<file path="config.mk">
export PLATFORM = sky130hd
export DESIGN_NAME = jtframe_sdram_arb
export DESIGN_NICKNAME = d
export VERILOG_FILES = /design/src/rtl/jtframe_sdram_arb_pkg.sv /design/src/rtl/jtframe_sdram_arb_rr.sv /design/src/rtl/jtframe_sdram_arb.sv
export SDC_FILE = /design/constraint.sdc
export NUM_CORES = 1
export LEC_CHECK = 0
export BUFFER_PORTS_ARGS = -buffer_cell sky130_fd_sc_hd__buf_4
export CAP_MARGIN = 20
export CORE_AREA = 8 8 157 159
export CTS_CLUSTER_DIAMETER = 30
export DETAILED_ROUTE_END_ITERATION = 16
export DIE_AREA = 0 0 165 167
export PLACE_DENSITY = 0.87
export SLEW_MARGIN = 10
export SYNTH_ARGS = -nofsm -noshare
export SYNTH_HDL_FRONTEND = slang
export SYNTH_HIERARCHICAL = 1
export SYNTH_SLANG_ARGS = --single-unit
</file>
<file path="constraint.sdc">
create_clock -name clk -period 17.1 [get_ports clk]
set_clock_uncertainty 0.1 [all_clocks]
set_input_delay 3.42 -clock clk [delete_from_list [all_inputs] [get_ports clk]]
set_output_delay 3.42 -clock clk [all_outputs]
set_load 0.02 [all_outputs]
</file>
<file path="src/rtl/jtframe_sdram_arb_pkg.sv">
// Shared definitions for the SDRAM read-port arbiter.
//   arb_state_t : arbiter FSM states
//   ARB_AW/DW   : default SDRAM word-address / data widths
//   f_rr_first  : rotating first-one search used by the round-robin encoder
package jtframe_sdram_arb_pkg;

    localparam int ARB_AW   = 22;
    localparam int ARB_DW   = 32;
    localparam int MAX_SLOT = 8;
    localparam int IW       = 3;   // slot index width, enough for MAX_SLOT

    typedef enum logic [1:0] {
        IDLE     = 2'd0,
        WAIT_ACK = 2'd1,
        WAIT_RDY = 2'd2
    } arb_state_t;

    // Returns {found, index}. Scans from i_start upwards, wrapping at nslot.
    // The loop runs backwards so the last hit written is the closest one.
    function automatic logic [IW:0] f_rr_first(input logic [MAX_SLOT-1:0] i_pend,
                                               input logic [IW-1:0]       i_start,
                                               input int                  nslot);
        logic [IW:0] res;
        int          idx;
        res = '0;
        for (int k = MAX_SLOT - 1; k >= 0; k--) begin
            if (k < nslot) begin
                idx = (int'(i_start) + k) % nslot;
                if (i_pend[idx]) res = {1'b1, IW'(idx)};
            end
        end
        return res;
    endfunction

endpackage

</file>
<file path="src/rtl/jtframe_sdram_arb_rr.sv">
// Combinational rotating priority encoder.
//   i_pend  : pending request mask
//   i_rr    : slot that currently holds highest priority
//   o_gnt   : first pending slot at or after i_rr (wrapping)
//   o_any   : at least one slot pending
module jtframe_sdram_arb_rr
    import jtframe_sdram_arb_pkg::*;
#(
    parameter int NSLOT = 4
) (
    input  logic [NSLOT-1:0] i_pend,
    input  logic [IW-1:0]    i_rr,
    output logic [IW-1:0]    o_gnt,
    output logic             o_any
);

    logic [MAX_SLOT-1:0] w_pend;
    logic [IW:0]         w_res;

    always_comb begin
        w_pend            = '0;
        w_pend[NSLOT-1:0] = i_pend;
    end

    assign w_res = f_rr_first(w_pend, i_rr, NSLOT);
    assign o_gnt = w_res[IW-1:0];
    assign o_any = w_res[IW];

endmodule

</file>
<file path="src/rtl/jtframe_sdram_arb.sv">
// Round-robin arbiter sharing the game-side SDRAM read port among NSLOT
// ROM fetchers. Each slot keeps its last word so it stays valid while the
// other slots are served.
//   clk, rst            : clock, async active-high reset
//   downloading         : ROM download active, arbitration suspended
//   slot_req/addr/ok/dout : per-slot request side (flattened vectors)
//   sdram_req/addr/ack  : request handshake to the SDRAM controller
//   data_rdy/data_read  : read data return
//   refresh_en          : controller may refresh (arbiter idle, nothing pending)
// Build option JTFRAME_SDRAM_ARB_PRIO_EN: slot 0 gets fixed top priority,
// slots 1..NSLOT-1 rotate among themselves.
//
// state    | meaning
// IDLE     | pick the next pending slot, or clear valids while downloading
// WAIT_ACK | sdram_req high, waiting for the controller to take it
// WAIT_RDY | request taken, waiting for the read data
module jtframe_sdram_arb
    import jtframe_sdram_arb_pkg::*;
#(
    parameter int NSLOT = 4,
    parameter int AW    = ARB_AW,
    parameter int DW    = ARB_DW
) (
    input  logic                clk,
    input  logic                rst,
    input  logic                downloading,
    input  logic [NSLOT-1:0]    slot_req,
    input  logic [NSLOT*AW-1:0] slot_addr,
    output logic [NSLOT-1:0]    slot_ok,
    output logic [NSLOT*DW-1:0] slot_dout,
    output logic                sdram_req,
    output logic [AW-1:0]       sdram_addr,
    input  logic                sdram_ack,
    input  logic                data_rdy,
    input  logic [DW-1:0]       data_read,
    output logic                refresh_en
);

    arb_state_t       r_state, w_state_nxt;
    logic [IW-1:0]    r_gnt, r_rr, w_rr_gnt, w_gnt, w_rr_next;
    logic [NSLOT-1:0] r_valid, w_ok, w_pend, w_pend_rr;
    logic [AW-1:0]    r_last_addr [NSLOT];
    logic [DW-1:0]    r_dout      [NSLOT];
    logic [AW-1:0]    r_sdram_addr, w_gnt_addr;
    logic             r_sdram_req, r_refresh_en;
    logic             w_any_rr, w_any, w_grant, w_store, w_clear, w_ack_taken;

    for (genvar i = 0; i < NSLOT; i++) begin : g_slot
        assign w_ok[i] = slot_req[i] & r_valid[i] & (slot_addr[i*AW +: AW] == r_last_addr[i]);
        assign slot_dout[i*DW +: DW] = r_dout[i];
    end

    assign w_pend = slot_req & ~w_ok;

`ifdef JTFRAME_SDRAM_ARB_PRIO_EN
    assign w_pend_rr = w_pend & {{(NSLOT-1){1'b1}}, 1'b0};
    assign w_any     = w_pend[0] | w_any_rr;
    assign w_gnt     = w_pend[0] ? '0 : w_rr_gnt;
`else
    assign w_pend_rr = w_pend;
    assign w_any     = w_any_rr;
    assign w_gnt     = w_rr_gnt;
`endif

    jtframe_sdram_arb_rr #(.NSLOT(NSLOT)) u_rr (
        .i_pend (w_pend_rr),
        .i_rr   (r_rr),
        .o_gnt  (w_rr_gnt),
        .o_any  (w_any_rr)
    );

    always_comb begin
        w_gnt_addr = '0;
        for (int i = 0; i < NSLOT; i++)
            if (w_gnt == IW'(i)) w_gnt_addr = slot_addr[i*AW +: AW];
    end

    assign w_rr_next = (r_gnt == IW'(NSLOT-1)) ? '0 : r_gnt + 1'b1;

    always_ff @(posedge clk or posedge rst) begin
        if (rst) r_state <= IDLE;
        else     r_state <= w_state_nxt;
    end

    // A simultaneous ack and rdy completes the whole transaction at once.
    always_comb begin
        w_state_nxt = r_state;
        w_grant     = 1'b0;
        w_store     = 1'b0;
        w_clear     = 1'b0;
        w_ack_taken = 1'b0;
        case (r_state)
            IDLE: begin
                if (downloading) begin
                    w_clear = 1'b1;
                end else if (w_any) begin
                    w_grant     = 1'b1;
                    w_state_nxt = WAIT_ACK;
                end
            end
            WAIT_ACK: begin
                if (sdram_ack) begin
                    w_ack_taken = 1'b1;
                    if (data_rdy) begin
                        w_store     = 1'b1;
                        w_state_nxt = IDLE;
                    end else begin
                        w_state_nxt = WAIT_RDY;
                    end
                end
            end
            WAIT_RDY: begin
                if (data_rdy) begin
                    w_store     = 1'b1;
                    w_state_nxt = IDLE;
                end
            end
            default: w_state_nxt = IDLE;
        endcase
    end

    always_ff @(posedge clk or posedge rst) begin
        if (rst) begin
            r_gnt        <= '0;
            r_rr         <= '0;
            r_valid      <= '0;
            r_sdram_req  <= 1'b0;
            r_sdram_addr <= '0;
            r_refresh_en <= 1'b1;
            for (int i = 0; i < NSLOT; i++) begin
                r_last_addr[i] <= '0;
                r_dout[i]      <= '0;
            end
        end else begin
            // Refresh is allowed while downloading too: the arbiter issues nothing.
            if (r_state == IDLE) r_refresh_en <= downloading | ~w_any;
            if (w_grant) begin
                r_gnt        <= w_gnt;
                r_sdram_addr <= w_gnt_addr;
                r_sdram_req  <= 1'b1;
            end
            if (w_ack_taken) r_sdram_req <= 1'b0;
            if (w_clear)     r_valid     <= '0;
            if (w_store) begin
                for (int i = 0; i < NSLOT; i++) begin
                    if (r_gnt == IW'(i)) begin
                        r_dout[i]      <= data_read;
                        r_last_addr[i] <= r_sdram_addr;
                        r_valid[i]     <= 1'b1;
                    end
                end
`ifdef JTFRAME_SDRAM_ARB_PRIO_EN
                // Serving slot 0 must not disturb the rotation of the others.
                if (r_gnt != '0) r_rr <= w_rr_next;
`else
                r_rr <= w_rr_next;
`endif
            end
        end
    end

    assign slot_ok    = w_ok;
    assign sdram_req  = r_sdram_req;
    assign sdram_addr = r_sdram_addr;
    assign refresh_en = r_refresh_en;

endmodule

</file>
==> results.py, run 1 <==
metrics = {
    "sta": {
        "timing.final.hold_violations": 0,
        "finalCriticalPeriod_ps": 8440,
        "slew_violations": 0,
        "finalWorstSetupSlack_ps": 8660,
        "fmaxAchievable_mhz": 118,
        "slew-limit-headroom_pct": 24.0,
        "setup_viol": 0,
        "final.period_utilization_pct": 49.4,
        "totalNegativeSetupSlack_ps": 0,
        "pin_slew_with_the_least_headroom_to_its_limit_ps": 1140,
        "rsz0062_at_grt": "false",
    },
    "place": {
        "place.gp.congestion": 0.906,
        "hpwlAfterDp_um": 24000,
        "dpl_worst_slack_ps": 8700,
        "placed_cell_area_mm2": 0.0140,
        "port-buffer-count": 284,
    },
    "power": {
        "power.static_leakage_nw": 7.85,
        "finalPower_mw": 2.90,
        "worst_ir_drop_vdd_mv": 0.102,
        "pwr_density_cell_mw_per_mm2": 185,
    },
    "global_routing": {
        "total_overflow_reported_by_the_global_router": 0,
        "vias_in_the_first_global_route": 8491,
        "groute.usage.overall_pct": 24.4,
        "antenna_violations_before_repair": 1,
        "grt_first_pass_wirelength_um": 52000,
        "grt_start_max_net_pins": 137,
    },
    "final_layout": {
        "top_library_cells_by_usage_in_the_layout_fill_and_taps_aside": "sky130_fd_sc_hd__buf_4, sky130_fd_sc_hd__dfrtp_1, sky130_fd_sc_hd__mux2_4",
        "final_design_area_no_fill_mm2": 0.0157,
        "synthToLayoutAreaGrowth_pct": 31.5,
        "num-nets-final": 1178,
        "layout.cells.most_common": "sky130_fd_sc_hd__buf_4",
        "drive_above_1_share_pct": 58.1,
    },
    "clock_tree": {
        "ctsHtreeMaxLevel": 2,
        "cts_buffers": 47,
        "cts_setup_buffers": 0,
        "postCtsResizedCells": 0,
        "clock_tree_buf_depth": 3,
        "clk-insertion-delay-late_ps": 540,
        "cts_hold_repair.buffers": 0,
        "clk_pin_slew_worst_paths_ps": 50,
        "cts_tree": "yes",
        "clock_sink_count": 251,
        "clock_tree.root_cell": "sky130_fd_sc_hd__clkbuf_16",
    },
    "detailed_routing": {
        "detailedRoute.firstIterationViolations": 527,
        "post_route_ant_nets": 0,
        "detail_route.vias_per_cell": 5.62,
        "dr.pass1.iters": 5,
        "wirelength_um": 34100,
        "drc_errors": 0,
        "num_vias": 7675,
        "routedWlPerCell_um": 24.9,
    },
    "synthesis": {
        "syn_nets": 871,
        "post_synth_instance_area_mm2": 0.0119,
        "avgSynthCellArea_um2": 16.3,
        "syn-instance-count": 734,
        "synth-warning-count": 6,
    },
    "critical_path": {
        "type_of_element_launching_the_critical_path": "input port",
        "path_max_fanout": 2,
        "endpoint_class_of_the_critical_path": "output pin",
        "rr_worst_depth": 11,
        "critPathKind": "in2out",
        "worst_ep_required_time_ps": 13580,
        "worst-endpoint-arrival_ps": 4920,
    },
    "floorplan": {
        "placementRows": 55,
        "floorplan.die.height_um": 167,
        "floorplan.initialDensity_pct": 53.7,
        "die_x_um": 165,
        "design.die.area_mm2": 0.0276,
        "placeableCoreArea_mm2": 0.0222,
        "design.portCount": 285,
    },
    "worst_hold_path": {
        "hold-path-cell-count": 1,
        "hold_class": "reg2reg",
    },
    "flow_run": {
        "drv.max_cap_violation_count": 0,
    },
    "outcome": {
        "run_status": "finished clean",
    },
}
critical path, stage by stage:
cell,delay (ps)
sky130_fd_sc_hd__buf_4,120
sky130_fd_sc_hd__xnor2_1,150
sky130_fd_sc_hd__nand3_1,150
sky130_fd_sc_hd__or4_1,560
sky130_fd_sc_hd__nor3_1,300
sky130_fd_sc_hd__buf_4,220
power breakdown:
part / switching [mW] / total (mW) / internal, mW
clock: 0.324 / 0.957 / 0.633
combinational: 0.452 / 0.965 / 0.513
sequential: 0.172 / 0.976 / 0.803
total: 0.949 / 2.90 / 1.95
metal layers:
metal  vias up  GRT usage (%)  part of all wire (%)
met3        91           7.22                   9.0
met4         0           11.1                   4.0
met1      3909           30.2                    40
met2       403           38.6                    47
li1       3272              -                     -
met5         -              0                     0
sequential cells by signal (all words and copies together), names as in the netlist:
name and count:
r_state 2, r_gnt 3, sdram_req 1, r_last_addr 88, refresh_en 1, sdram_addr 22, slot_dout 128, r_valid 4
r_rr 2
stage by stage:
step	cells	hold WS, ps	utilization [%]
4_1_cts	1364	381	70.6
6_report	1366	383	70.6
2_1_floorplan	734	349	-
5_1_grt	1364	395	70.6
3_3_place_gp	1277	360	63.1
3_5_place_dp	1277	370	63.1
path summary, 6_finish.rpt:
check                                                  from                          to  slack (ps)
worst max-delay path                           slot_addr[3]                  slot_ok[0]        8660
worst min-delay path                   r_valid[0]$_DFF_PP0_        r_valid[0]$_DFF_PP0_         380
worst max register to register  r_last_addr[47]$_DFFE_PP0P_  sdram_addr[10]$_DFFE_PP0P_       13030
worst min register to register         r_valid[0]$_DFF_PP0_        r_valid[0]$_DFF_PP0_         380
max in group asynchronous                               rst   slot_dout[68]$_DFFE_PP0P_       12560
min in group asynchronous                               rst   slot_dout[73]$_DFFE_PP0P_        2980
layout make-up:
cell class / instances / area (um^2)
fillers: 1377 / 6530
inverters: 11 / 48.8
diodes: 2 / 5.00
repair buffers: 292 / 2190
clock inverters: 30 / 378
well taps: 285 / 357
clock buffers: 57 / 1280
flip-flops and latches: 251 / 6280
multi-input cells: 438 / 5150
(Power assumes the default switching activity.)
==> run 2: changes to the inputs <==
- CORE_AREA: 8 8 157 159 -> 8 8 166 168
- DIE_AREA: 0 0 165 167 -> 0 0 174 176
- PLACE_DENSITY: 0.87 -> 0.82
- clock period: 17.1 -> 7.1 ns (I/O delays scaled with it)
==> run 2 against run 1 <==
Effect of this change: clock-buffer cell count is 15 higher; core utilization fell by 5.7 points; clock power grew to 2.8 times the previous value; non-clock buffer count increased by 2; first-iteration DRC count is 19% lower; worst hold slack improved by 12 ps; cell area rose by 2.6%; critical endpoint is now slot_ok[3]; largest cell class unchanged.
==> results.py, run 2 (synthesis gave the netlist of run 1 again) <==
metrics = {
    "outcome": {
        "run_status": "finished clean",
    },
    "place": {
        "dpl.cell_count": 1323,
        "place.gp.congestion": 0.895,
        "hpwlAfterDp_um": 23900,
        "port-buffer-count": 284,
    },
    "final_layout": {
        "layout.cells.most_common": "sky130_fd_sc_hd__buf_4",
        "max_reg_flops": 128,
        "number_of_filler_cells_placed_in_the_layout": 1742,
        "postLayoutCoreUtil_pct": 64.9,
        "final_cell_count_no_fill": 1429,
        "drive_above_1_share_pct": 58.1,
        "top_library_cells_by_usage_in_the_layout_fill_and_taps_aside": "sky130_fd_sc_hd__buf_4, sky130_fd_sc_hd__dfrtp_1, sky130_fd_sc_hd__mux2_4",
        "num-nets-final": 1189,
        "diodes": 0,
        "synthToLayoutAreaGrowth_pct": 35.0,
    },
    "power": {
        "worst_ir_drop_vdd_mv": 0.283,
        "power.static_leakage_nw": 8.03,
        "finalPower_mw": 7.37,
        "pwr-share-seq_pct": 32.1,
        "comb_power_share_pct": 31.4,
        "power.share.switching_pct": 31.9,
        "pwr_density_cell_mw_per_mm2": 457,
        "power_report.internal_total_mw": 5.02,
        "p_clk_share_pct": 36.5,
        "net-switching-power_mw": 2.35,
    },
    "sta": {
        "timing.final.hold_violations": 0,
        "slew-limit-headroom_pct": 25.9,
        "pin_slew_with_the_least_headroom_to_its_limit_ps": 1110,
        "fmaxAchievable_mhz": 216,
        "totalNegativeSetupSlack_ps": 0,
        "finalCriticalPeriod_ps": 4620,
        "final.period_utilization_pct": 65.1,
        "setup_viol": 0,
        "slew_violations": 0,
        "rsz0062_at_grt": "false",
    },
    "clock_tree": {
        "clock_tree.root_cell": "sky130_fd_sc_hd__clkbuf_16",
        "clk_pin_slew_worst_paths_ps": 40,
        "cts_setup_buffers": 0,
        "cts_buffers": 56,
        "cts_tree": "yes",
        "clk-insertion-delay-late_ps": 570,
        "postCtsResizedCells": 0,
        "clock_sink_count": 251,
        "cts_hold_repair.buffers": 0,
        "clock_tree_buf_depth": 3,
        "ctsHtreeMaxLevel": 2,
    },
    "critical_path": {
        "endpoint_class_of_the_critical_path": "output pin",
        "max_stage_delay_ps": 450,
        "critPathTopFamily": "simple AND/OR/NAND/NOR gates",
        "path_buf_inv": 2,
        "type_of_element_launching_the_critical_path": "input port",
        "worst-endpoint-arrival_ps": 3100,
        "worst_ep_required_time_ps": 5580,
        "cpMostUsedCell": "sky130_fd_sc_hd__buf_4",
        "crit_path_cell_trace": "buf_4, xor2_1, nor4_1, nand4_1, nor3_1, buf_4",
        "slowest_stage": "sky130_fd_sc_hd__nor3_1",
        "critPathKind": "in2out",
        "path_max_fanout": 2,
    },
    "global_routing": {
        "vias_in_the_first_global_route": 8799,
        "grt_first_pass_wirelength_um": 53400,
        "antenna_violations_before_repair": 0,
        "total_overflow_reported_by_the_global_router": 0,
        "grt_start_max_net_pins": 132,
        "groute.usage.overall_pct": 22.3,
    },
    "floorplan": {
        "design.portCount": 285,
        "placeableCoreArea_mm2": 0.0248,
        "floorplan.die.height_um": 176,
        "design.die.area_mm2": 0.0306,
        "placementRows": 58,
        "die_x_um": 174,
        "floorplan.initialDensity_pct": 48.1,
    },
    "detailed_routing": {
        "wirelength_um": 34800,
        "detailedRoute.firstIterationViolations": 426,
        "post_route_ant_nets": 0,
        "routedWlPerCell_um": 24.4,
        "detail_route.vias_per_cell": 5.39,
        "dr.pass1.iters": 5,
        "num_vias": 7709,
        "drc_errors": 0,
    },
    "worst_hold_path": {
        "hold_class": "reg2reg",
    },
    "flow_run": {
        "drv.max_cap_violation_count": 0,
    },
}
[run 2: cell types whose count changed in the layout (fill, tap and decap cells not counted)]
cell,before,now
sky130_fd_sc_hd__buf_12,0,2
sky130_fd_sc_hd__bufinv_16,6,10
sky130_fd_sc_hd__clkbuf_1,4,13
sky130_fd_sc_hd__clkbuf_16,48,56
sky130_fd_sc_hd__clkbuf_8,5,3
sky130_fd_sc_hd__clkinv_16,0,1
sky130_fd_sc_hd__clkinv_2,5,11
sky130_fd_sc_hd__clkinv_4,4,6
sky130_fd_sc_hd__clkinvlp_4,5,2
sky130_fd_sc_hd__diode_2,2,0
sky130_fd_sc_hd__inv_16,0,1
sky130_fd_sc_hd__inv_6,7,2
sky130_fd_sc_hd__inv_8,3,0
[run 2: routing by layer]
layer	global-route usage, %	vias to the layer above	share of wire [%]
li1	-	3294	-
met1	27.5	3905	40
met2	34.4	425	46
met4	11.9	0	4.9
met3	7.69	85	9.2
met5	0	-	0
[run 2: worst paths after layout]
path                            slack, ps                         from  cells past startpoint                         end
worst max-delay path                 2480                slot_addr[68]                      6                  slot_ok[3]
worst min-delay path                  400         r_valid[0]$_DFF_PP0_                      1        r_valid[0]$_DFF_PP0_
worst max register to register       3080  r_last_addr[79]$_DFFE_PP0P_                      9   sdram_addr[6]$_DFFE_PP0P_
worst min register to register        400         r_valid[0]$_DFF_PP0_                      1        r_valid[0]$_DFF_PP0_
max in group asynchronous            4570                          rst                      4   slot_dout[64]$_DFFE_PP0P_
min in group asynchronous             930                          rst                      3  slot_dout[122]$_DFFE_PP0P_
[run 2: power by group through the flow]
stage | clock (mW) | sequential (mW) | combinational [mW]
after floorplan | 0 | 2.64 | 1.07
after global placement | 0 | 2.33 | 2.25
after detailed placement | 0 | 2.35 | 2.31
after CTS | 2.73 | 2.36 | 2.34
after global routing | 2.80 | 2.42 | 2.45
final | 2.69 | 2.37 | 2.31
[run 2: stage by stage]
step,setup WS [ps],area [um^2],hold WS [ps]
final,2480,16100,396
after floorplan,2280,11900,349
after detailed placement,2010,14100,380
after CTS,2460,16100,395
after global placement,2040,14100,361
after global routing,2370,16100,405
[run 2: layout make-up]
type | count | area (um^2) | share of cell area (%)
Sequential cell | 251 | 6280 | 39.0
Clock inverter | 33 | 499 | 3.10
Timing Repair Buffer | 294 | 2230 | 13.8
Clock buffer | 72 | 1490 | 9.25
Multi-Input combinational cell | 438 | 5150 | 32.0
Inverter | 11 | 45.0 | 0.279
Tap cell | 330 | 413 | 2.56
